### src/rtl/seq_gen_tx_pkg.sv
// Shared definitions for the serial test-pattern transmitter: FSM state
// encodings, default build parameters and a counter-width helper.
package seq_gen_tx_pkg;

    typedef enum logic [1:0] {
        ST_IDLE  = 2'd0,
        ST_SHIFT = 2'd1,
        ST_GAP   = 2'd2,
        ST_DONE  = 2'd3
    } state_t;

    localparam int DEF_WIDTH = 8;
    localparam int DEF_REP_W = 4;
    localparam int DEF_GAP   = 2;

    // Bits needed to hold a down-counter starting at n-1 (never less than one bit).
    function automatic int cnt_width(input int n);
        return (n > 1) ? $clog2(n) : 1;
    endfunction

endpackage

### src/rtl/seq_gen_shreg.sv
// Load/shift register for the transmitter: holds the bits still to be sent
// below the one currently on the line, plus a bit counter with a 'last' flag.
module seq_gen_shreg
    import seq_gen_tx_pkg::*;
#(
    parameter int WIDTH = DEF_WIDTH
) (
    input  logic             clk,
    input  logic             rst,
    input  logic             load,
    input  logic             shift,
    input  logic [WIDTH-2:0] load_data,
    output logic             next_bit,
    output logic             last
);

    localparam int CNT_W = cnt_width(WIDTH);

    logic [WIDTH-2:0] sr;
    logic [CNT_W-1:0] bit_cnt;

    // The MSB goes straight to the line on load, so only the remaining bits are kept here.
    always_ff @(posedge clk or negedge rst) begin
        if (!rst) begin
            sr      <= '0;
            bit_cnt <= '0;
        end else if (load) begin
            sr      <= load_data;
            bit_cnt <= CNT_W'(WIDTH - 1);
        end else if (shift) begin
            sr      <= sr << 1;
            bit_cnt <= bit_cnt - 1'b1;
        end
    end

    assign next_bit = sr[WIDTH-2];
    assign last     = (bit_cnt == '0);

endmodule

### src/rtl/seq_gen_tx.sv
// Serial test-pattern transmitter: sends a captured pattern MSB-first,
// reps+1 times with GAP idle cycles between copies, then pulses done.
module seq_gen_tx
    import seq_gen_tx_pkg::*;
#(
    parameter int WIDTH = DEF_WIDTH,
    parameter int REP_W = DEF_REP_W,
    parameter int GAP   = DEF_GAP
) (
    input  logic             clk,
    input  logic             rst,
    input  logic             start,
    input  logic [WIDTH-1:0] pattern,
    input  logic [REP_W-1:0] reps,
    output logic             dataout,
    output logic             busy,
    output logic             done
);

    localparam int GAP_W = cnt_width(GAP);
    localparam logic [GAP_W-1:0] GAP_LAST = (GAP > 0) ? GAP_W'(GAP - 1) : '0;

    state_t           state_q, state_d;
    logic [WIDTH-1:0] pat_q, pat_d;
    logic [REP_W-1:0] rep_q, rep_d;
    logic [GAP_W-1:0] gap_q, gap_d;
    logic             dout_d, busy_d, done_d;

    logic             sr_load, sr_shift, sr_next_bit, sr_last;
    logic [WIDTH-2:0] sr_data;

    seq_gen_shreg #(
        .WIDTH(WIDTH)
    ) u_shreg (
        .clk      (clk),
        .rst      (rst),
        .load     (sr_load),
        .shift    (sr_shift),
        .load_data(sr_data),
        .next_bit (sr_next_bit),
        .last     (sr_last)
    );

    always_ff @(posedge clk or negedge rst) begin
        if (!rst) begin
            state_q <= ST_IDLE;
            pat_q   <= '0;
            rep_q   <= '0;
            gap_q   <= '0;
            dataout <= 1'b0;
            busy    <= 1'b0;
            done    <= 1'b0;
        end else begin
            state_q <= state_d;
            pat_q   <= pat_d;
            rep_q   <= rep_d;
            gap_q   <= gap_d;
            dataout <= dout_d;
            busy    <= busy_d;
            done    <= done_d;
        end
    end

    // Every value is computed one cycle ahead so the outputs come straight from flops.
    always_comb begin
        state_d  = state_q;
        pat_d    = pat_q;
        rep_d    = rep_q;
        gap_d    = gap_q;
        dout_d   = 1'b0;
        busy_d   = busy;
        done_d   = 1'b0;
        sr_load  = 1'b0;
        sr_shift = 1'b0;
        sr_data  = pat_q[WIDTH-2:0];

        case (state_q)
            ST_IDLE: begin
                busy_d = 1'b0;
                if (start) begin
                    pat_d   = pattern;
                    rep_d   = reps;
                    sr_load = 1'b1;
                    sr_data = pattern[WIDTH-2:0];
                    dout_d  = pattern[WIDTH-1];
                    busy_d  = 1'b1;
                    state_d = ST_SHIFT;
                end
            end
            ST_SHIFT: begin
                if (!sr_last) begin
                    sr_shift = 1'b1;
                    dout_d   = sr_next_bit;
                end else if (rep_q == '0) begin
                    busy_d  = 1'b0;
                    done_d  = 1'b1;
                    state_d = ST_DONE;
                end else if (GAP == 0) begin
                    sr_load = 1'b1;
                    dout_d  = pat_q[WIDTH-1];
                    rep_d   = rep_q - 1'b1;
                end else begin
                    gap_d   = GAP_LAST;
                    state_d = ST_GAP;
                end
            end
            ST_GAP: begin
                if (gap_q == '0) begin
                    sr_load = 1'b1;
                    dout_d  = pat_q[WIDTH-1];
                    rep_d   = rep_q - 1'b1;
                    state_d = ST_SHIFT;
                end else begin
                    gap_d = gap_q - 1'b1;
                end
            end
            ST_DONE: begin
                busy_d  = 1'b0;
                state_d = ST_IDLE;
            end
            default: state_d = ST_IDLE;
        endcase
    end

endmodule

### config.mk
export PLATFORM = sky130hd
export DESIGN_NAME = seq_gen_tx
export DESIGN_NICKNAME = d
export VERILOG_FILES = /design/src/rtl/seq_gen_tx_pkg.sv /design/src/rtl/seq_gen_shreg.sv /design/src/rtl/seq_gen_tx.sv
export SDC_FILE = /design/constraint.sdc
export NUM_CORES = 1
export LEC_CHECK = 0
export CORE_AREA = 2 2 64 66
export DETAILED_ROUTE_END_ITERATION = 10
export DIE_AREA = 0 0 66 68
export REMOVE_ABC_BUFFERS = 1
export SYNTH_ARGS = -nofsm -noshare
export SYNTH_HDL_FRONTEND = slang
export SYNTH_SLANG_ARGS = --single-unit
### constraint.sdc
create_clock -name clk -period 2.2 [get_ports clk]
set_input_delay 0.66 -clock clk [delete_from_list [all_inputs] [get_ports clk]]
set_output_delay 0.66 -clock clk [all_outputs]
set_load 0.05 [all_outputs]
# Word-level counts from Yosys, hierarchy flattened
# Cells that the tools add are included.
# Widths: inputs -> output; s select.
[op_classes] addsub=3 eq_ne=8 muxes=33 n_reduce_logical=12
[ops] operator="$mux 7" count=4
[ops] operator="$mux 1" count=16
[ops] operator="$reduce_and 3->1" count=4
[ops] operator="$ne 2x2->1 const B" count=5
[ops] operator="$mux 4" count=2
[ops] operator="$pmux 2 s4" count=1
[ops] operator="$pmux 4 s2" count=1
[ops] operator="$mux 2" count=3
[ops] operator="$mux 3" count=2
[ops] operator="$pmux 1 s3" count=2
[ops] operator="$reduce_bool 2->1" count=3
[ops] operator="$eq 2x2->1 const B" count=2
[ops] operator="$logic_not 4->1" count=1
[ops] operator="$pmux 1 s2" count=2
[ops] operator="$sub 4x1->4 const B" count=1
[ops] operator="$logic_not 3->1" count=1
[ops] operator="$reduce_bool 3->1" count=1
[ops] operator="$sub 3x1->3 const B" count=1
[ops] operator="$eq 2x1->1 const B" count=1
[ops] operator="$logic_not 2->1" count=1
[ops] operator="$reduce_and 2->1" count=1
[ops] operator="$sub 1x1->1 const B" count=1
[totals] regBits=28 in_bits=15 word_cells=65

# Longest topological paths before layout
[logic_depth] depth_word=5 depth_mapped=7 ltp_nobuf=6

# Modules after synthesis
# Synthesis repeated with hierarchy kept, for this count alone.
[hier_totals] hier_cells=128 area_unflattened_um2=1448.9
[modules_own_cells] module="seq_gen_tx" n_inst=1 cells_per_inst=82 area_per_inst_um2=965.9 seq_area_each_um2=450.4
[modules_own_cells] module="seq_gen_shreg" n_inst=1 cells_per_inst=46 area_per_inst_um2=483.0 seq_area_each_um2=250.2

# Worst setup path after synthesis
# No wires, ideal clock.
[synth_path] path_kind="in2reg" start="input start" end="register u_shreg.sr[3]" arrival_ns=1.654 required_ns=2.074 slack_ns=0.420 cell_stages=3 n_path_buf=0 path_cell_list="nor3b_4 -> mux2_4 -> a221o_1"
[synth_via] elab_chain_len=3
[synth_rtl] element="start: declaration" line="seq_gen_tx.sv:12" text="input logic start,"
[synth_rtl] element="$mux 1 or $mux 7 (tied branches)" line="seq_gen_tx.sv:80" text="if (start) begin"
[synth_rtl] element="$pmux 1 s2 or $mux 7 (tied branches)" line="seq_gen_tx.sv:77" text="case (state_q)"
[synth_rtl] element="$mux 7 or $reduce_bool 2->1 (tied branches)"
[synth_rtl] element="end signal: assignment" line="seq_gen_shreg.sv:28" text="sr <= load_data;"
[synth_rtl] element="end signal: assignment" line="seq_gen_shreg.sv:31" text="sr <= sr << 1;"
[synth_rtl] element="end: declaration" line="seq_gen_shreg.sv:19" text="logic [WIDTH-2:0] sr;"
# Several ways; a longest one is shown, not always the timed one.
# A chain may end at the register's enable or synchronous reset.

# Final worst setup path
[layout_path] start="register dataout" end="output dataout"
[layout_rtl] element="start: declaration" line="seq_gen_tx.sv:15" text="output logic dataout,"
[layout_rtl] element="start signal: assignment" line="seq_gen_tx.sv:58" text="dataout <= dout_d;"
# No word-level cell between the ends.

==> summary.txt <==
status: complete, no violations
Critical Path AT: 1.40 ns
Synth Area in Compound Gates: 17.44%
Filler Cells Inserted: 375
Clock Latency Late Sink: 0.28 ns
CP Launch Point: dataout$_DFF_PN0_
Max transition margin: 65.24%
Synth Area per Inst: 11.03 um^2
Max Fanout on Critical Path: 1
CP peak stage delay: 0.79 ns
DP Worst Slack: -0.01321 ns
Final GP Congestion: 0.8107
dominant synthesized flop cell: dfrtp_1
Tmin final: 2.064 ns
Power Density: 548.5 nW/um^2
FMAX: 484.5 MHz
area grow syn2layout: 23.03%
crit-path cells: clkdlybuf4s50_1
hold_ws: 0.4927 ns
area occupied by multi-input gates: 695.7 um^2
number of synthesis warnings: 0
CP Buf/Inv Count: 1
worst min path class: register to register
Starting Density: 38.32%
Starting DRT DRC Count: 34
Setup CP Type: register to output port
Required @ worst endpoint: 1.54 ns
post-route cell area: 1818 um^2
Final nets: 178
CTS clk-pin slew, worst paths: 0.10 ns
main combinational cell family by area after synthesis: simple AND/OR/NAND/NOR gates
Post-Synth Simple-Gate Area: 18.37%
CP Capture Type: output port
DRC Markers: 0
initial antenna violation count: 0
core area: 3856 um^2
r2r startpoint: u_shreg.bit_cnt[0]$_DFFE_PN0P_
largest net degree at the start of global routing: 29
Leak: 0.8139 nW
num rows: 23
Max Cap Violations: 0
register area share after synthesis: 47.42%
H-tree depth: 1
total negative slack: 0 ns
diode count: 0
Die W: 66 um
die span in y: 68 um
Netlist cell types: 36
gr usage total: 16.00%
Post-Syn Area: 1478 um^2
vias in the first global route: 1176
clk sink count: 28
Congestion Overflow GR: 0
CP startpoint kind: register
Pre-antenna DRT Iters: 4
endpoints failing hold: 0
post-cts gate resize count: 0
post-DP HPWL: 2.343 mm
CTS tree: built
Slowest cell on crit path: clkdlybuf4s50_1
Post-CTS Setup Inserts: 0
Reg area: 700.7 um^2
Hold Buf Count CTS: 0
layout cell share with drive strength beyond 1: 23.90%
count of input and output buffers: 17
CTS buffer count: 3
mux cell area share after synthesis: 8.721%
xor-xnor portion of the synthesized cell area: 0%
Die ar.: 4488 um^2
CP delay by family, top: buffers and inverters
Syn Inst Count: 134
Worst Max-Slew Pin Slew: 0.5214 ns
final worst setup slack: 0.1360 ns
fin cells: 209
Area after DPL: 1747 um^2
total power: 0.9971 mW
final core utilization: 47.14%
num ports: 18
share of flip-flops with an asynchronous set or reset: 100.0%
DR vias: 1129
post-synthesis register bit count: 28
Worst Skew: 0.007898 ns
Synth Area in Adders: 2.540%
unrepaired setup endpoints after global routing: no
crit share post-route: 93.82%
cell count after placement: 205
wire length per cell: 15.52 um
Vias/cell: 5.402
Root Buffer Master: clkbuf_8
hold path start: u_shreg.sr[2]$_DFFE_PN0P_
EDFF count, synth: 0
Clock Tree Buf Depth: 2
Max IR drop VDD: 0.2070 mV
Final Slew Violations: 0
remaining antenna violation count: 0
first-pass GRT wire length: 5.451 mm
setup violators final: 0
WL final: 3.243 mm
-- worst paths after layout --
check	endpoint	depth (start not counted)	slack (ns)
worst min register to register	u_shreg.sr[2]$_DFFE_PN0P_	1	0.49
min in group asynchronous	u_shreg.sr[5]$_DFFE_PN0P_	2	0.76
max in group asynchronous	rep_q[0]$_DFFE_PN0P_	2	1.17
worst min-delay path	u_shreg.sr[2]$_DFFE_PN0P_	1	0.49
worst max-delay path	dataout	1	0.14
worst max register to register	u_shreg.sr[0]$_DFFE_PN0P_	6	0.33
-- cells in the mapped netlist (all sizes together), types with 2 or more instances --
cell      n  area (um^2)
dfrtp    28        700.7
or3b     11        96.35
a21oi    10        53.80
inv      10        37.54
mux2      9        108.9
nand2     9        33.78
a22oi     7        52.55
buf       6        38.79
o2bb2ai   6        52.55
o211ai    5        37.54
and2      4        25.03
nor3b     4        46.29
ha        3        37.54
nor2b     3        18.77
o21ai     3        15.01
mux2i     2        20.02
nand2b    2        12.51
nand4     2        12.51
-- cells by family (layout without fill, tap and decap cells) --
kind of cell / count (synthesis) / count (layout)
buffers and inverters: 17 / 42
adders and majority gates: 3 / 3
DFF: 28 / 28
muxes: 11 / 11
and+or+nand+nor: 39 / 39
AOI/OAI and AO/OA: 36 / 36
-- registers in the layout (all words and copies together), names as in the netlist --
name	cells
dataout	1
state_q	2
rep_q	4
u_shreg.bit_cnt	3
gap_q	1
u_shreg.sr	7
busy	1
pat_q	8
done	1
-- power by group --
| part | switching (mW) | total, mW | internal [mW] |
|---|---|---|---|
| clock | 0.164 | 0.408 | 0.244 |
| combinational | 0.0234 | 0.0638 | 0.0405 |
| sequential | 0.00310 | 0.526 | 0.523 |
| total | 0.190 | 0.997 | 0.807 |
-- per-layer routing --
metal	part of all wire (%)	track usage, %	vias to the layer above
met4	1.6	6.122	0
met5	0	0	-
met1	45	19.27	557
met2	50	29.17	32
met3	3.9	2.138	5
li1	-	-	535
-- layout by cell type, fill, tap and decap left out, types with 3 or more instances in the layout --
cell / instances
dfrtp_1: 28
clkdlybuf4s50_1: 16
buf_4: 12
inv_1: 10
nand2_1: 9
a21oi_1: 9
or3b_2: 9
mux2_2: 7
a22oi_1: 7
o2bb2ai_1: 6
o211ai_1: 5
nor2b_1: 3
o21ai_0: 3
and2_1: 3
ha_1: 3
clkbuf_8: 3
-- layout make-up --
class / instances / area share (%)
multi-input cells: 89 / 38.27
clock inverters: 1 / 1.652
well taps: 50 / 3.441
clock buffers: 3 / 2.271
repair buffers: 28 / 13.76
inverters: 10 / 2.065
flip-flops and latches: 28 / 38.54
No activity file was read; power rests on OpenSTA's default activity.
